==> config.mk <==
export PLATFORM = sky130hd
export DESIGN_NAME = id_queue_stage
export DESIGN_NICKNAME = d
export VERILOG_FILES = /design/src/rtl/id_queue_stage.sv
export SDC_FILE = /design/constraint.sdc
export NUM_CORES = 1
export LEC_CHECK = 0
export ABC_AREA = 1
export BUFFER_PORTS_ARGS = -buffer_cell sky130_fd_sc_hd__buf_4
export CELL_PAD_IN_SITES_DETAIL_PLACEMENT = 1
export CELL_PAD_IN_SITES_GLOBAL_PLACEMENT = 1
export CORE_UTILIZATION = 42
export CTS_CLUSTER_SIZE = 10
export DETAILED_ROUTE_END_ITERATION = 7
export PLACE_DENSITY_LB_ADDON = 0.1
export SLEW_MARGIN = 0
export SYNTH_ARGS = -nofsm -noshare
export SYNTH_HDL_FRONTEND = slang
export SYNTH_SLANG_ARGS = --single-unit
==> constraint.sdc <==
create_clock -name clk -period 5.68 [get_ports clk]
set_input_delay 0.852 -clock clk [delete_from_list [all_inputs] [get_ports clk]]
set_output_delay 0.852 -clock clk [all_outputs]
set_load 0.02 [all_outputs]
==> src/rtl/id_queue_stage.sv <==
// id_queue_stage
//   Instruction-decode stage between IF and EX. Fetched instructions are
//   buffered in a DEPTH-entry queue. The head entry is decoded
//   combinationally, and its operands are resolved through NUM_FWD
//   forwarding channels. Load-use hazards are checked against the
//   instruction in EX. Decoded instructions are handed to EX through a
//   registered valid/ready output slot.
//
// Ports
//   clk, rst                    clock, asynchronous active-high reset
//   in_valid_i/in_ready_o       IF push handshake (inst_addr_i, inst_data_i)
//   flush_i                     drop queue contents and output slot
//   reg_read_*                  two regfile read ports (address/enable out, data in)
//   fwd_en_i/addr_i/data_i      forwarding channels, channel 0 has highest priority
//   ex_is_load_i/ex_wr_addr_i   load in EX, used for load-use detection
//   out_valid_o/out_ready_i     EX handshake for the decoded fields
//   queue_count_o, stall_cnt_o  occupancy and saturating load-use stall count
module id_queue_stage #(
    parameter int DEPTH     = 4,
    parameter int NUM_FWD   = 2,
    parameter int DATA_W    = 32,
    parameter int ADDR_W    = 32,
    parameter int ALU_OP_W  = 8,
    parameter int ALU_SEL_W = 3
) (
    input  logic                      clk,
    input  logic                      rst,
    input  logic                      in_valid_i,
    output logic                      in_ready_o,
    input  logic [ADDR_W-1:0]         inst_addr_i,
    input  logic [31:0]               inst_data_i,
    input  logic                      flush_i,
    output logic [4:0]                reg_read_addr_1_o,
    output logic                      reg_read_en_1_o,
    input  logic [DATA_W-1:0]         reg_data_1_i,
    output logic [4:0]                reg_read_addr_2_o,
    output logic                      reg_read_en_2_o,
    input  logic [DATA_W-1:0]         reg_data_2_i,
    input  logic [NUM_FWD-1:0]        fwd_en_i,
    input  logic [5*NUM_FWD-1:0]      fwd_addr_i,
    input  logic [DATA_W*NUM_FWD-1:0] fwd_data_i,
    input  logic                      ex_is_load_i,
    input  logic [4:0]                ex_wr_addr_i,
    output logic                      out_valid_o,
    input  logic                      out_ready_i,
    output logic [ADDR_W-1:0]         out_inst_addr_o,
    output logic [ALU_OP_W-1:0]       alu_op_o,
    output logic [ALU_SEL_W-1:0]      alu_sel_o,
    output logic [DATA_W-1:0]         operand_1_o,
    output logic [DATA_W-1:0]         operand_2_o,
    output logic                      reg_write_en_o,
    output logic [4:0]                reg_write_addr_o,
    output logic                      is_load_o,
    output logic                      invalid_inst_o,
    output logic [$clog2(DEPTH):0]    queue_count_o,
    output logic [15:0]               stall_cnt_o
);
    localparam int PTR_W = $clog2(DEPTH);
    localparam int CNT_W = PTR_W + 1;
    localparam logic [CNT_W-1:0] DEPTH_C = CNT_W'(DEPTH);

    // Primary opcodes and SPECIAL/SPECIAL2 function codes
    localparam logic [5:0] OP_SPECIAL = 6'h00, OP_SPECIAL2 = 6'h1C;
    localparam logic [5:0] OP_ADDI = 6'h08, OP_ADDIU = 6'h09, OP_SLTI = 6'h0A, OP_SLTIU = 6'h0B;
    localparam logic [5:0] OP_ANDI = 6'h0C, OP_ORI = 6'h0D, OP_XORI = 6'h0E, OP_LUI = 6'h0F;
    localparam logic [5:0] OP_LB = 6'h20, OP_LH = 6'h21, OP_LW = 6'h23, OP_LBU = 6'h24, OP_LHU = 6'h25;

    // ALU operation codes
    localparam logic [ALU_OP_W-1:0] A_NOP = ALU_OP_W'(8'h00), A_AND = ALU_OP_W'(8'h24);
    localparam logic [ALU_OP_W-1:0] A_OR = ALU_OP_W'(8'h25), A_XOR = ALU_OP_W'(8'h26);
    localparam logic [ALU_OP_W-1:0] A_NOR = ALU_OP_W'(8'h27), A_SLL = ALU_OP_W'(8'h7C);
    localparam logic [ALU_OP_W-1:0] A_SRL = ALU_OP_W'(8'h02), A_SRA = ALU_OP_W'(8'h03);
    localparam logic [ALU_OP_W-1:0] A_MOVZ = ALU_OP_W'(8'h0A), A_MOVN = ALU_OP_W'(8'h0B);
    localparam logic [ALU_OP_W-1:0] A_SLT = ALU_OP_W'(8'h2A), A_SLTU = ALU_OP_W'(8'h2B);
    localparam logic [ALU_OP_W-1:0] A_ADD = ALU_OP_W'(8'h20), A_ADDU = ALU_OP_W'(8'h21);
    localparam logic [ALU_OP_W-1:0] A_SUB = ALU_OP_W'(8'h22), A_SUBU = ALU_OP_W'(8'h23);
    localparam logic [ALU_OP_W-1:0] A_MUL = ALU_OP_W'(8'hA9), A_CLZ = ALU_OP_W'(8'hB0);
    localparam logic [ALU_OP_W-1:0] A_CLO = ALU_OP_W'(8'hB1), A_LB = ALU_OP_W'(8'hE0);
    localparam logic [ALU_OP_W-1:0] A_LH = ALU_OP_W'(8'hE1), A_LW = ALU_OP_W'(8'hE3);
    localparam logic [ALU_OP_W-1:0] A_LBU = ALU_OP_W'(8'hE4), A_LHU = ALU_OP_W'(8'hE5);

    // Result-select codes
    localparam logic [ALU_SEL_W-1:0] S_NOP = ALU_SEL_W'(0), S_LOGIC = ALU_SEL_W'(1);
    localparam logic [ALU_SEL_W-1:0] S_SHIFT = ALU_SEL_W'(2), S_MOVE = ALU_SEL_W'(3);
    localparam logic [ALU_SEL_W-1:0] S_ARITH = ALU_SEL_W'(4), S_MUL = ALU_SEL_W'(5);
    localparam logic [ALU_SEL_W-1:0] S_LOAD = ALU_SEL_W'(7);

    function automatic logic [15:0] sat_inc16(input logic [15:0] v);
        return (v == 16'hFFFF) ? v : v + 16'd1;
    endfunction

    // Disabled port -> immediate; $0 -> zero; else lowest matching channel, else regfile.
    function automatic logic [DATA_W-1:0] resolve_operand(
        input logic en, input logic [4:0] ra, input logic [DATA_W-1:0] rf,
        input logic [DATA_W-1:0] imm, input logic [NUM_FWD-1:0] f_en,
        input logic [5*NUM_FWD-1:0] f_addr, input logic [DATA_W*NUM_FWD-1:0] f_data);
        logic [DATA_W-1:0] r;
        if (!en) r = imm;
        else if (ra == 5'd0) r = '0;
        else begin
            r = rf;
            // Walk from the oldest channel down so channel 0 overwrites last.
            for (int k = NUM_FWD - 1; k >= 0; k--)
                if (f_en[k] && f_addr[5*k +: 5] == ra) r = f_data[DATA_W*k +: DATA_W];
        end
        return r;
    endfunction

    logic [ADDR_W-1:0] mem_addr [DEPTH];
    logic [31:0]       mem_inst [DEPTH];
    logic [PTR_W-1:0]  wr_ptr_q, wr_ptr_d, rd_ptr_q, rd_ptr_d;
    logic [CNT_W-1:0]  count_q, count_d;
    logic [15:0]       stall_cnt_q, stall_cnt_d;
    logic              out_valid_q, out_valid_d, out_we_q, out_we_d;
    logic              out_ld_q, out_ld_d, out_inv_q, out_inv_d;
    logic [ADDR_W-1:0] out_addr_q, out_addr_d;
    logic [ALU_OP_W-1:0]  out_op_q, out_op_d;
    logic [ALU_SEL_W-1:0] out_sel_q, out_sel_d;
    logic [DATA_W-1:0] out_op1_q, out_op1_d, out_op2_q, out_op2_d;
    logic [4:0]        out_wa_q, out_wa_d;

    logic [31:0] head_inst;
    logic        head_valid, push, issue, hazard;
    logic [5:0]  opcode, funct;
    logic [4:0]  rs, rt, rd;
    logic signed [15:0] imm_s;
    logic [ALU_OP_W-1:0]  dec_op;
    logic [ALU_SEL_W-1:0] dec_sel;
    logic        dec_en1, dec_en2, dec_we, dec_ld, dec_inv, dec_movn, dec_movz, final_we;
    logic [4:0]  dec_wa;
    logic [DATA_W-1:0] dec_imm, op1, op2;

    assign head_valid = (count_q != '0);
    assign head_inst  = mem_inst[rd_ptr_q];
    assign opcode = head_inst[31:26];
    assign rs     = head_inst[25:21];
    assign rt     = head_inst[20:16];
    assign rd     = head_inst[15:11];
    assign funct  = head_inst[5:0];
    assign imm_s  = head_inst[15:0];

    always_comb begin
        dec_op = A_NOP;  dec_sel = S_NOP;  dec_en1 = 1'b0;  dec_en2 = 1'b0;
        dec_we = 1'b0;   dec_wa = 5'd0;    dec_imm = '0;    dec_ld = 1'b0;
        dec_inv = 1'b0;  dec_movn = 1'b0;  dec_movz = 1'b0;
        case (opcode)
            OP_SPECIAL: begin
                dec_en1 = 1'b1; dec_en2 = 1'b1; dec_we = 1'b1; dec_wa = rd;
                case (funct)
                    6'h00, 6'h02, 6'h03: begin
                        // Shift amount travels as operand_1 instead of rs.
                        dec_en1 = 1'b0;
                        dec_imm = DATA_W'(head_inst[10:6]);
                        dec_sel = S_SHIFT;
                        dec_op  = (funct == 6'h00) ? A_SLL : (funct == 6'h02) ? A_SRL : A_SRA;
                    end
                    6'h04: begin dec_sel = S_SHIFT; dec_op = A_SLL; end
                    6'h06: begin dec_sel = S_SHIFT; dec_op = A_SRL; end
                    6'h07: begin dec_sel = S_SHIFT; dec_op = A_SRA; end
                    6'h0A: begin dec_sel = S_MOVE; dec_op = A_MOVZ; dec_movz = 1'b1; end
                    6'h0B: begin dec_sel = S_MOVE; dec_op = A_MOVN; dec_movn = 1'b1; end
                    6'h20: begin dec_sel = S_ARITH; dec_op = A_ADD;  end
                    6'h21: begin dec_sel = S_ARITH; dec_op = A_ADDU; end
                    6'h22: begin dec_sel = S_ARITH; dec_op = A_SUB;  end
                    6'h23: begin dec_sel = S_ARITH; dec_op = A_SUBU; end
                    6'h24: begin dec_sel = S_LOGIC; dec_op = A_AND;  end
                    6'h25: begin dec_sel = S_LOGIC; dec_op = A_OR;   end
                    6'h26: begin dec_sel = S_LOGIC; dec_op = A_XOR;  end
                    6'h27: begin dec_sel = S_LOGIC; dec_op = A_NOR;  end
                    6'h2A: begin dec_sel = S_ARITH; dec_op = A_SLT;  end
                    6'h2B: begin dec_sel = S_ARITH; dec_op = A_SLTU; end
                    default: begin
                        dec_en1 = 1'b0; dec_en2 = 1'b0; dec_we = 1'b0; dec_wa = 5'd0;
                        dec_inv = 1'b1;
                    end
                endcase
            end
            OP_SPECIAL2: begin
                dec_en1 = 1'b1; dec_we = 1'b1; dec_wa = rd;
                case (funct)
                    6'h02: begin dec_en2 = 1'b1; dec_sel = S_MUL; dec_op = A_MUL; end
                    6'h20: begin dec_sel = S_ARITH; dec_op = A_CLZ; end
                    6'h21: begin dec_sel = S_ARITH; dec_op = A_CLO; end
                    default: begin
                        dec_en1 = 1'b0; dec_we = 1'b0; dec_wa = 5'd0; dec_inv = 1'b1;
                    end
                endcase
            end
            OP_ANDI, OP_ORI, OP_XORI, OP_LUI: begin
                dec_en1 = 1'b1; dec_we = 1'b1; dec_wa = rt; dec_sel = S_LOGIC;
                dec_imm = (opcode == OP_LUI) ? DATA_W'({head_inst[15:0], 16'h0})
                                             : DATA_W'(head_inst[15:0]);
                dec_op  = (opcode == OP_ANDI) ? A_AND : (opcode == OP_XORI) ? A_XOR : A_OR;
            end
            OP_ADDI, OP_ADDIU, OP_SLTI, OP_SLTIU: begin
                dec_en1 = 1'b1; dec_we = 1'b1; dec_wa = rt; dec_sel = S_ARITH;
                dec_imm = DATA_W'(imm_s);
                dec_op  = (opcode == OP_ADDI) ? A_ADD : (opcode == OP_ADDIU) ? A_ADDU :
                          (opcode == OP_SLTI) ? A_SLT : A_SLTU;
            end
            OP_LB, OP_LH, OP_LW, OP_LBU, OP_LHU: begin
                dec_en1 = 1'b1; dec_we = 1'b1; dec_wa = rt; dec_sel = S_LOAD; dec_ld = 1'b1;
                dec_imm = DATA_W'(imm_s);
                dec_op  = (opcode == OP_LB) ? A_LB : (opcode == OP_LH) ? A_LH :
                          (opcode == OP_LW) ? A_LW : (opcode == OP_LBU) ? A_LBU : A_LHU;
            end
            default: dec_inv = 1'b1;
        endcase
    end

    assign op1 = resolve_operand(dec_en1, rs, reg_data_1_i, dec_imm, fwd_en_i, fwd_addr_i, fwd_data_i);
    assign op2 = resolve_operand(dec_en2, rt, reg_data_2_i, dec_imm, fwd_en_i, fwd_addr_i, fwd_data_i);
    assign final_we = dec_movn ? (op2 != '0) : dec_movz ? (op2 == '0) : dec_we;

    assign hazard = head_valid && ex_is_load_i && (ex_wr_addr_i != 5'd0) &&
                    ((dec_en1 && rs == ex_wr_addr_i) || (dec_en2 && rt == ex_wr_addr_i));
    assign in_ready_o = (count_q < DEPTH_C);
    assign push  = in_valid_i && in_ready_o && !flush_i;
    assign issue = head_valid && !hazard && (!out_valid_q || out_ready_i) && !flush_i;

    always_comb begin
        wr_ptr_d = push  ? wr_ptr_q + PTR_W'(1) : wr_ptr_q;
        rd_ptr_d = issue ? rd_ptr_q + PTR_W'(1) : rd_ptr_q;
        count_d  = count_q + CNT_W'(push) - CNT_W'(issue);
        stall_cnt_d = hazard ? sat_inc16(stall_cnt_q) : stall_cnt_q;
        out_valid_d = out_valid_q; out_addr_d = out_addr_q; out_op_d = out_op_q;
        out_sel_d = out_sel_q;     out_op1_d = out_op1_q;   out_op2_d = out_op2_q;
        out_we_d = out_we_q;       out_wa_d = out_wa_q;     out_ld_d = out_ld_q;
        out_inv_d = out_inv_q;
        if (flush_i) begin
            wr_ptr_d = '0; rd_ptr_d = '0; count_d = '0; out_valid_d = 1'b0;
        end else if (issue) begin
            out_valid_d = 1'b1;     out_addr_d = mem_addr[rd_ptr_q];
            out_op_d = dec_op;      out_sel_d = dec_sel;
            out_op1_d = op1;        out_op2_d = op2;
            out_we_d = final_we;    out_wa_d = dec_wa;
            out_ld_d = dec_ld;      out_inv_d = dec_inv;
        end else if (!out_valid_q || out_ready_i) begin
            // Slot drained with nothing issuable: hazard bubble or empty queue.
            out_valid_d = 1'b0;
        end
    end

    // Queue storage carries data only, so it is not reset.
    always_ff @(posedge clk) begin
        if (push) begin
            mem_addr[wr_ptr_q] <= inst_addr_i;
            mem_inst[wr_ptr_q] <= inst_data_i;
        end
    end

    always_ff @(posedge clk or posedge rst) begin
        if (rst) begin
            wr_ptr_q <= '0;  rd_ptr_q <= '0;  count_q <= '0;  stall_cnt_q <= '0;
            out_valid_q <= 1'b0; out_addr_q <= '0; out_op_q <= '0;  out_sel_q <= '0;
            out_op1_q <= '0;  out_op2_q <= '0;  out_we_q <= 1'b0;  out_wa_q <= '0;
            out_ld_q <= 1'b0; out_inv_q <= 1'b0;
        end else begin
            wr_ptr_q <= wr_ptr_d;  rd_ptr_q <= rd_ptr_d;  count_q <= count_d;
            stall_cnt_q <= stall_cnt_d;
            out_valid_q <= out_valid_d; out_addr_q <= out_addr_d; out_op_q <= out_op_d;
            out_sel_q <= out_sel_d;  out_op1_q <= out_op1_d;  out_op2_q <= out_op2_d;
            out_we_q <= out_we_d;    out_wa_q <= out_wa_d;    out_ld_q <= out_ld_d;
            out_inv_q <= out_inv_d;
        end
    end

    assign reg_read_addr_1_o = rs;
    assign reg_read_addr_2_o = rt;
    assign reg_read_en_1_o   = head_valid && dec_en1;
    assign reg_read_en_2_o   = head_valid && dec_en2;
    assign out_valid_o       = out_valid_q;
    assign out_inst_addr_o   = out_addr_q;
    assign alu_op_o          = out_op_q;
    assign alu_sel_o         = out_sel_q;
    assign operand_1_o       = out_op1_q;
    assign operand_2_o       = out_op2_q;
    assign reg_write_en_o    = out_we_q;
    assign reg_write_addr_o  = out_wa_q;
    assign is_load_o         = out_ld_q;
    assign invalid_inst_o    = out_inv_q;
    assign queue_count_o     = count_q;
    assign stall_cnt_o       = stall_cnt_q;
endmodule

## Word-level counts from Yosys, hierarchy flattened

Memories as Yosys holds them, arrays and structs flattened. A register that Yosys moved wholly into a read port is not among the register bits.
Index checks and enable logic that the tools add are counted.

| cells by class | value |
|---|---|
| mux-type cells | 58 |
| equal/unequal tests | 38 |
| reduce and logical (&&, ||, !) cells | 48 |
| bitwise gates (word level) | 2 |
| magnitude comparators | 1 |
| add/subtract/negate cells | 5 |

Operators by type and width:

| kind | number |
|---|---|
| $mux 32 | 9 |
| $pmux 7 s16 | 1 |
| $pmux 32 s3 | 1 |
| $eq 6x6->1 const B | 15 |
| $eq 6x4->1 const B | 10 |
| $pmux 8 s5 | 1 |
| $logic_not 32->1 | 1 |
| $reduce_bool 32->1 | 1 |
| $eq 5x5->1 | 6 |
| $pmux 8 s3 | 1 |
| $mux 1 | 21 |
| $eq 6x3->1 const B | 3 |
| $reduce_or 18->1 | 1 |
| $add 16x1->16 const B | 1 |
| $eq 16x16->1 const B | 1 |
| $logic_and 1x1->1 | 16 |
| $mux 5 | 3 |
| $pmux 3 s5 | 1 |
| $pmux 5 s3 | 1 |
| $reduce_or 15->1 | 1 |
| $reduce_or 13->1 | 1 |
| $eq 6x2->1 const B | 2 |
| $logic_not 6->1 | 2 |
| $mux 2 | 6 |
| 26 further kinds | 46 |

| storage, ports and cells | value |
|---|---|
| memories | 2 |
| RAM bits | 256 |
| flip-flop bits (word level) | 107 |

Memories:

| memory | words | bits a word | read ports | clocked after memory_dff | wr ports | line | source |
|---|---|---|---|---|---|---|---|
| mem_addr | 4 | 32 | 1 | 1 | 1 | 109 | `logic [ADDR_W-1:0] mem_addr [DEPTH];` |
| mem_inst | 4 | 32 | 1 | 0 | 1 | 110 | `logic [31:0] mem_inst [DEPTH];` |

## Logic depth before layout (Yosys ltp)

An unclocked memory read counts as a cell.

| logic depth | value |
|---|---|
| depth in word-level cells | 14 |
| mapped depth | 28 |
| gate-level depth less buffers | 25 |

## Worst setup path after synthesis

Ideal clock, no wire load.

| timing | value |
|---|---|
| path type | input to register |
| from | in flush_i |
| to | mem mem_addr[0][0] (enable) |
| path buffers | 0 |
| arrival time | 3.810 ns |
| path slack | 1.383 ns |
| required time | 5.193 ns |
| stages on the path | 3 |
| cells stage by stage | inv_1 nand3_1 nor2_1 |

| on the way | value |
|---|---|
| word-level cells in the longest chain between the ends | 4 |

RTL lines:

| what | line | source |
|---|---|---|
| start, declared | 32 | `input logic flush_i,` |
| $logic_not 1->1 | 218 | `assign push = in_valid_i && in_ready_o && !flush_i;` |
| $logic_and 1x1->1 | 218 |  |
| $mux 1 | 246 | `if (push) begin` |
| $mux 1 (implied by the code) | 247 | `mem_addr[wr_ptr_q] <= inst_addr_i;` |
| end, declared | 109 |  |

Every way passes these cells.

## Worst setup path in the final report

| timing | value |
|---|---|
| from | reg rd_ptr_q[0] |
| to | out reg_read_en_1_o |

| on the way | value |
|---|---|
| word-level cells in the longest chain between the ends | 6 |
| elaborated cells on any way between the ends | 39 |
| those cells by class | eq/ne (30); mux (3); reduce/logical (5); memory (1) |

RTL lines:

| what | line | source |
|---|---|---|
| start, declared | 111 | `logic [PTR_W-1:0] wr_ptr_q, wr_ptr_d, rd_ptr_q, rd_ptr_d;` |
| start signal, assigned | 259 | `wr_ptr_q <= wr_ptr_d; rd_ptr_q <= rd_ptr_d; count_q <= count_d;` |
| $mem_v2 4x32 * | -- |  |
| $eq 6x6->1 (tied with other cells) | 149, 180 |  |
| $reduce_or 15->1 (no source line) or $reduce_or 3->1 (tied branches) | -- |  |
| $mux 1 (on tied branches) | 149, 180 |  |
| $pmux 1 s3 * | 146 | `case (opcode)` |
| $logic_and 1x1->1 * | 270 | `assign reg_read_en_1_o = head_valid && dec_en1;` |
| end, declared | 34 | `output logic reg_read_en_1_o,` |

Every way passes the cells marked *; elsewhere a longest branch is shown, timed or not.

==> impl_metrics.json <==
{
  "worst_clock_skew_ns": 0.0241,
  "leakagePower_nw": 10.4,
  "dieArea_sq_mm": 0.0456,
  "start_kind": "register",
  "dominant_combinational_cell_family_by_area_after_synthesis": "simple AND/OR/NAND/NOR gates",
  "crit_arrival_ns": 3.81,
  "timing.max_cap.violations": 0,
  "setup_tns_ns": 0,
  "drtIter0Drc": 1199,
  "cts_buffer_depth": 3,
  "grt_max_degree": 95,
  "routed_wire_length_on_met3_mm": 6.07,
  "synth_cell_type_count": 51,
  "post_drt_wl_per_cell_um": 23.2,
  "netlist_area_sq_mm": 0.0188,
  "final_layout_size_suffix_gt1_share_pct": 21.9,
  "setup_violators_final": 0,
  "cts_setup_buffers": 0,
  "detailedRoute.firstPassIterationCount": 5,
  "yosys.area_share.simple_pct": 24.3,
  "dp_slack_ns": 1.38,
  "met2RoutedLength_mm": 33.0,
  "clockPowerShare_pct": 23.8,
  "power_frac_seq_pct": 32.3,
  "drtAntennaViolNets": 0,
  "final_net_count": 2578,
  "min-delay-path-class": "input pin to register",
  "layout_worst_path_cycle_share_pct": 82.2,
  "placementRows": 77,
  "ys_warn_count": 0,
  "groute.usage.overall_pct": 30.1,
  "holdBufCountCts": 0,
  "switching_power_mw": 4.96,
  "htree_num_levels": 2,
  "synth_fp_nets": 2248,
  "port_buffers": 362,
  "vias_per_cell": 5.47,
  "design.core.area_sq_mm": 0.0441,
  "combinationalPowerShare_pct": 43.9,
  "route.top_layer_used": "met4",
  "drcViolationCount": 0,
  "clkLatencyLatePin_ns": 0.60,
  "floorplan.initialDensity_pct": 42.6,
  "clk_pin_slew_ns": 0.06,
  "synth_compound_gate_area_share_pct": 9.15,
  "synthCells": 2025,
  "run_status": "finished, final reports clean",
  "power-per-cell-area_mw_per_mm2": 499,
  "wl_mm": 69.3,
  "max-vdd-ir-drop_uv": 296,
  "grt_setup_unrepaired": "no",
  "synth_enable_flop_cells": 256,
  "intPower_mw": 6.73,
  "y_dimension_of_the_die_um": 213,
  "clock_tree_from_tritoncts": "built",
  "first_global_vias": 16400,
  "data_required_time_of_the_worst_path_ns": 4.83,
  "postLayoutSetupSlackWorst_ns": 1.01,
  "cts_sinks": 395,
  "yosysSeqAreaShare_pct": 59.5,
  "switching_share_pct": 42.4,
  "grt_first_pass_wirelength_mm": 101,
  "grt_overflow": 0,
  "synth_flop_cell": "sky130_fd_sc_hd__edfxtp_1",
  "xor_xnor_cell_area_share_of_the_yosys_netlist_pct": 1.07,
  "postSynthRegisterBits": 395,
  "dp.final_hpwl_mm": 49.5,
  "asyncSetResetFlopFracSynth_pct": 35.2,
  "route.vias.total": 16300,
  "synth_adder_area_share_pct": 0.573,
  "drv_slew": 0,
  "ctsResizeCount": 0,
  "timing.final.hold_violations": 0,
  "critical_path.max_fanout": 64,
  "die_width_um": 213,
  "mux_share_of_post_synthesis_cell_area_pct": 0.0600,
  "max_freq_mhz": 214,
  "place.gp.congestion": 0.930,
  "postSynthAreaPerCell_sq_um": 9.27,
  "max_slew.worst_pin.slew_ns": 1.14,
  "post-route-min-period_ns": 4.67,
  "critPathKind": "register to primary output",
  "slew-limit-headroom_pct": 24.3,
  "cts_made_buffers": 47,
  "cts_root_buffer": "sky130_fd_sc_hd__clkbuf_16",
  "wl_met1_mm": 28.0,
  "flow.area_growth_from_synthesis_pct": 24.9,
  "grt_antenna_before_repair": 2,
  "top_level_ports": 363,
  "setup.worst_path.end_class": "primary output",
  "final_core_utilization_pct": 53.2
}
[synth_stat cells, drive strengths merged (2+ instances only)]
cell type | n | area [sq um]
nor4 | 2 | 12.5
nand3b | 3 | 22.5
nand2 | 628 | 2370
edfxtp | 256 | 7690
clkbuf | 44 | 165
o21a | 7 | 52.6
dfrtp | 139 | 3480
o31ai | 5 | 57.6
xnor2 | 12 | 105
o22ai | 6 | 37.5
a32oi | 6 | 52.6
inv | 112 | 420
a221oi | 4 | 35.0
nand4 | 35 | 219
a32o | 35 | 350
nand3 | 178 | 916
ha | 7 | 87.6
o21ai | 135 | 679
xor2 | 11 | 96.3
or2 | 19 | 119
a21oi | 73 | 380
buf | 69 | 427
nor3 | 13 | 75.1
o2111ai | 2 | 17.5
nor2 | 212 | 808
[routing by layer]
layer  track usage [%]  vias up
met3              8.22      107
met2              49.3      561
met1              38.1     8151
met4              11.1        0
met5                 0        -
li1                  -     7523
[state kept, by name (all words and copies together), names as in the netlist, 3 cells and up]
name	flops
mem_inst	128
alu_sel_o	3
alu_op_o	8
queue_count_o	3
operand_2_o	32
stall_cnt_o	16
mem_addr	128
operand_1_o	32
out_inst_addr_o	32
reg_write_addr_o	5
[through the flow]
step                      area (sq um)  instances  hold WS, ns  total power [mW]
after global routing             23500       2986        0.437              12.3
after detailed placement         22000       2898        0.468              8.92
after CTS                        23500       2986        0.422              11.8
after global placement           22000       2898        0.457              8.80
after floorplan                  18800       2025        0.503              6.92
final                            23500       2988        0.454              11.7
[worst paths after layout]
| path | startpoint | end | slack [ns] | cells past startpoint |
|---|---|---|---|---|
| worst max-delay path | rd_ptr_q[0]$_DFFE_PP0P_ | reg_read_en_1_o | 1.01 | 16 |
| worst min-delay path | inst_addr_i[29] | mem_addr[2][29]$_DFFE_PP_ | 0.45 | 1 |
| worst max register to register | rd_ptr_q[0]$_DFFE_PP0P_ | queue_count_o[2]$_DFF_PP0_ | 1.30 | 25 |
| worst min register to register | reg_write_addr_o[1]$_DFFE_PP0P_ | reg_write_addr_o[1]$_DFFE_PP0P_ | 0.48 | 2 |
| max in group asynchronous | rst | operand_2_o[25]$_DFFE_PP0P_ | 3.92 | 3 |
| min in group asynchronous | rst | stall_cnt_o[0]$_DFFE_PP0P_ | 0.48 | 2 |
[area by class of cell]
type                       instances  area (sq um)
fill                            5134         20700
sequential                       395         11200
multi-input combinational       1404          6660
timing repair buffer             394          3030
clock buffer                      80          1310
tap                              592           741
inverter                         113           437
clock inverter                     8           101
antenna                            2          5.00
[worst max-delay path, cell delays in order (launching register included)]
cell and delay, ns:
sky130_fd_sc_hd__dfrtp_4 0.42, sky130_fd_sc_hd__buf_4 0.53, sky130_fd_sc_hd__nand2_1 0.12, sky130_fd_sc_hd__nand3_1 0.11
sky130_fd_sc_hd__nand2_1 0.11, sky130_fd_sc_hd__inv_2 0.10, sky130_fd_sc_hd__nor2_1 0.06, sky130_fd_sc_hd__nand3b_1 0.18
sky130_fd_sc_hd__nand2_1 0.14, sky130_fd_sc_hd__inv_2 0.13, sky130_fd_sc_hd__nand2_1 0.09, sky130_fd_sc_hd__a21oi_2 0.21
sky130_fd_sc_hd__nand2_1 0.17, sky130_fd_sc_hd__buf_4 0.29, sky130_fd_sc_hd__inv_1 0.25, sky130_fd_sc_hd__nor2_1 0.08
sky130_fd_sc_hd__buf_4 0.19
[cell usage in the layout (no fill, tap or decap), types with 6 or more instances in the layout]
cell,n
sky130_fd_sc_hd__clkinv_2,7
sky130_fd_sc_hd__inv_1,92
sky130_fd_sc_hd__or2_2,19
sky130_fd_sc_hd__nand4_1,35
sky130_fd_sc_hd__nand3_1,173
sky130_fd_sc_hd__inv_2,16
sky130_fd_sc_hd__o21ai_0,42
sky130_fd_sc_hd__nand2_1,621
sky130_fd_sc_hd__nor2_1,203
sky130_fd_sc_hd__buf_12,6
sky130_fd_sc_hd__xnor2_1,12
sky130_fd_sc_hd__nand2_2,7
sky130_fd_sc_hd__nor3_1,10
sky130_fd_sc_hd__o22ai_1,6
sky130_fd_sc_hd__o21ai_1,92
sky130_fd_sc_hd__xor2_1,11
sky130_fd_sc_hd__a21oi_1,71
sky130_fd_sc_hd__clkbuf_1,32
sky130_fd_sc_hd__edfxtp_1,256
sky130_fd_sc_hd__o21a_1,7
sky130_fd_sc_hd__ha_1,7
sky130_fd_sc_hd__a32oi_1,6
sky130_fd_sc_hd__dfrtp_1,138
sky130_fd_sc_hd__clkbuf_16,47
sky130_fd_sc_hd__buf_4,388
sky130_fd_sc_hd__a32o_1,35
[cells by family after synthesis]
kind of cell	Yosys count
mux	1
xor+xnor	23
fa+ha+maj	8
flops	395
simple gates	1092
compound gates	280
buf+inv	226
[power by group through the flow]
stage               registers (mW)  logic [mW]  clock network, mW
finish                        3.78        5.13               2.78
detailed placement            3.83        5.10                  0
global placement              3.81        4.99                  0
CTS                           3.78        5.14               2.85
floorplan                     4.16        2.76                  0
global route                  3.82        5.55               2.94
Note: power is estimated with default switching activity, not from simulation.
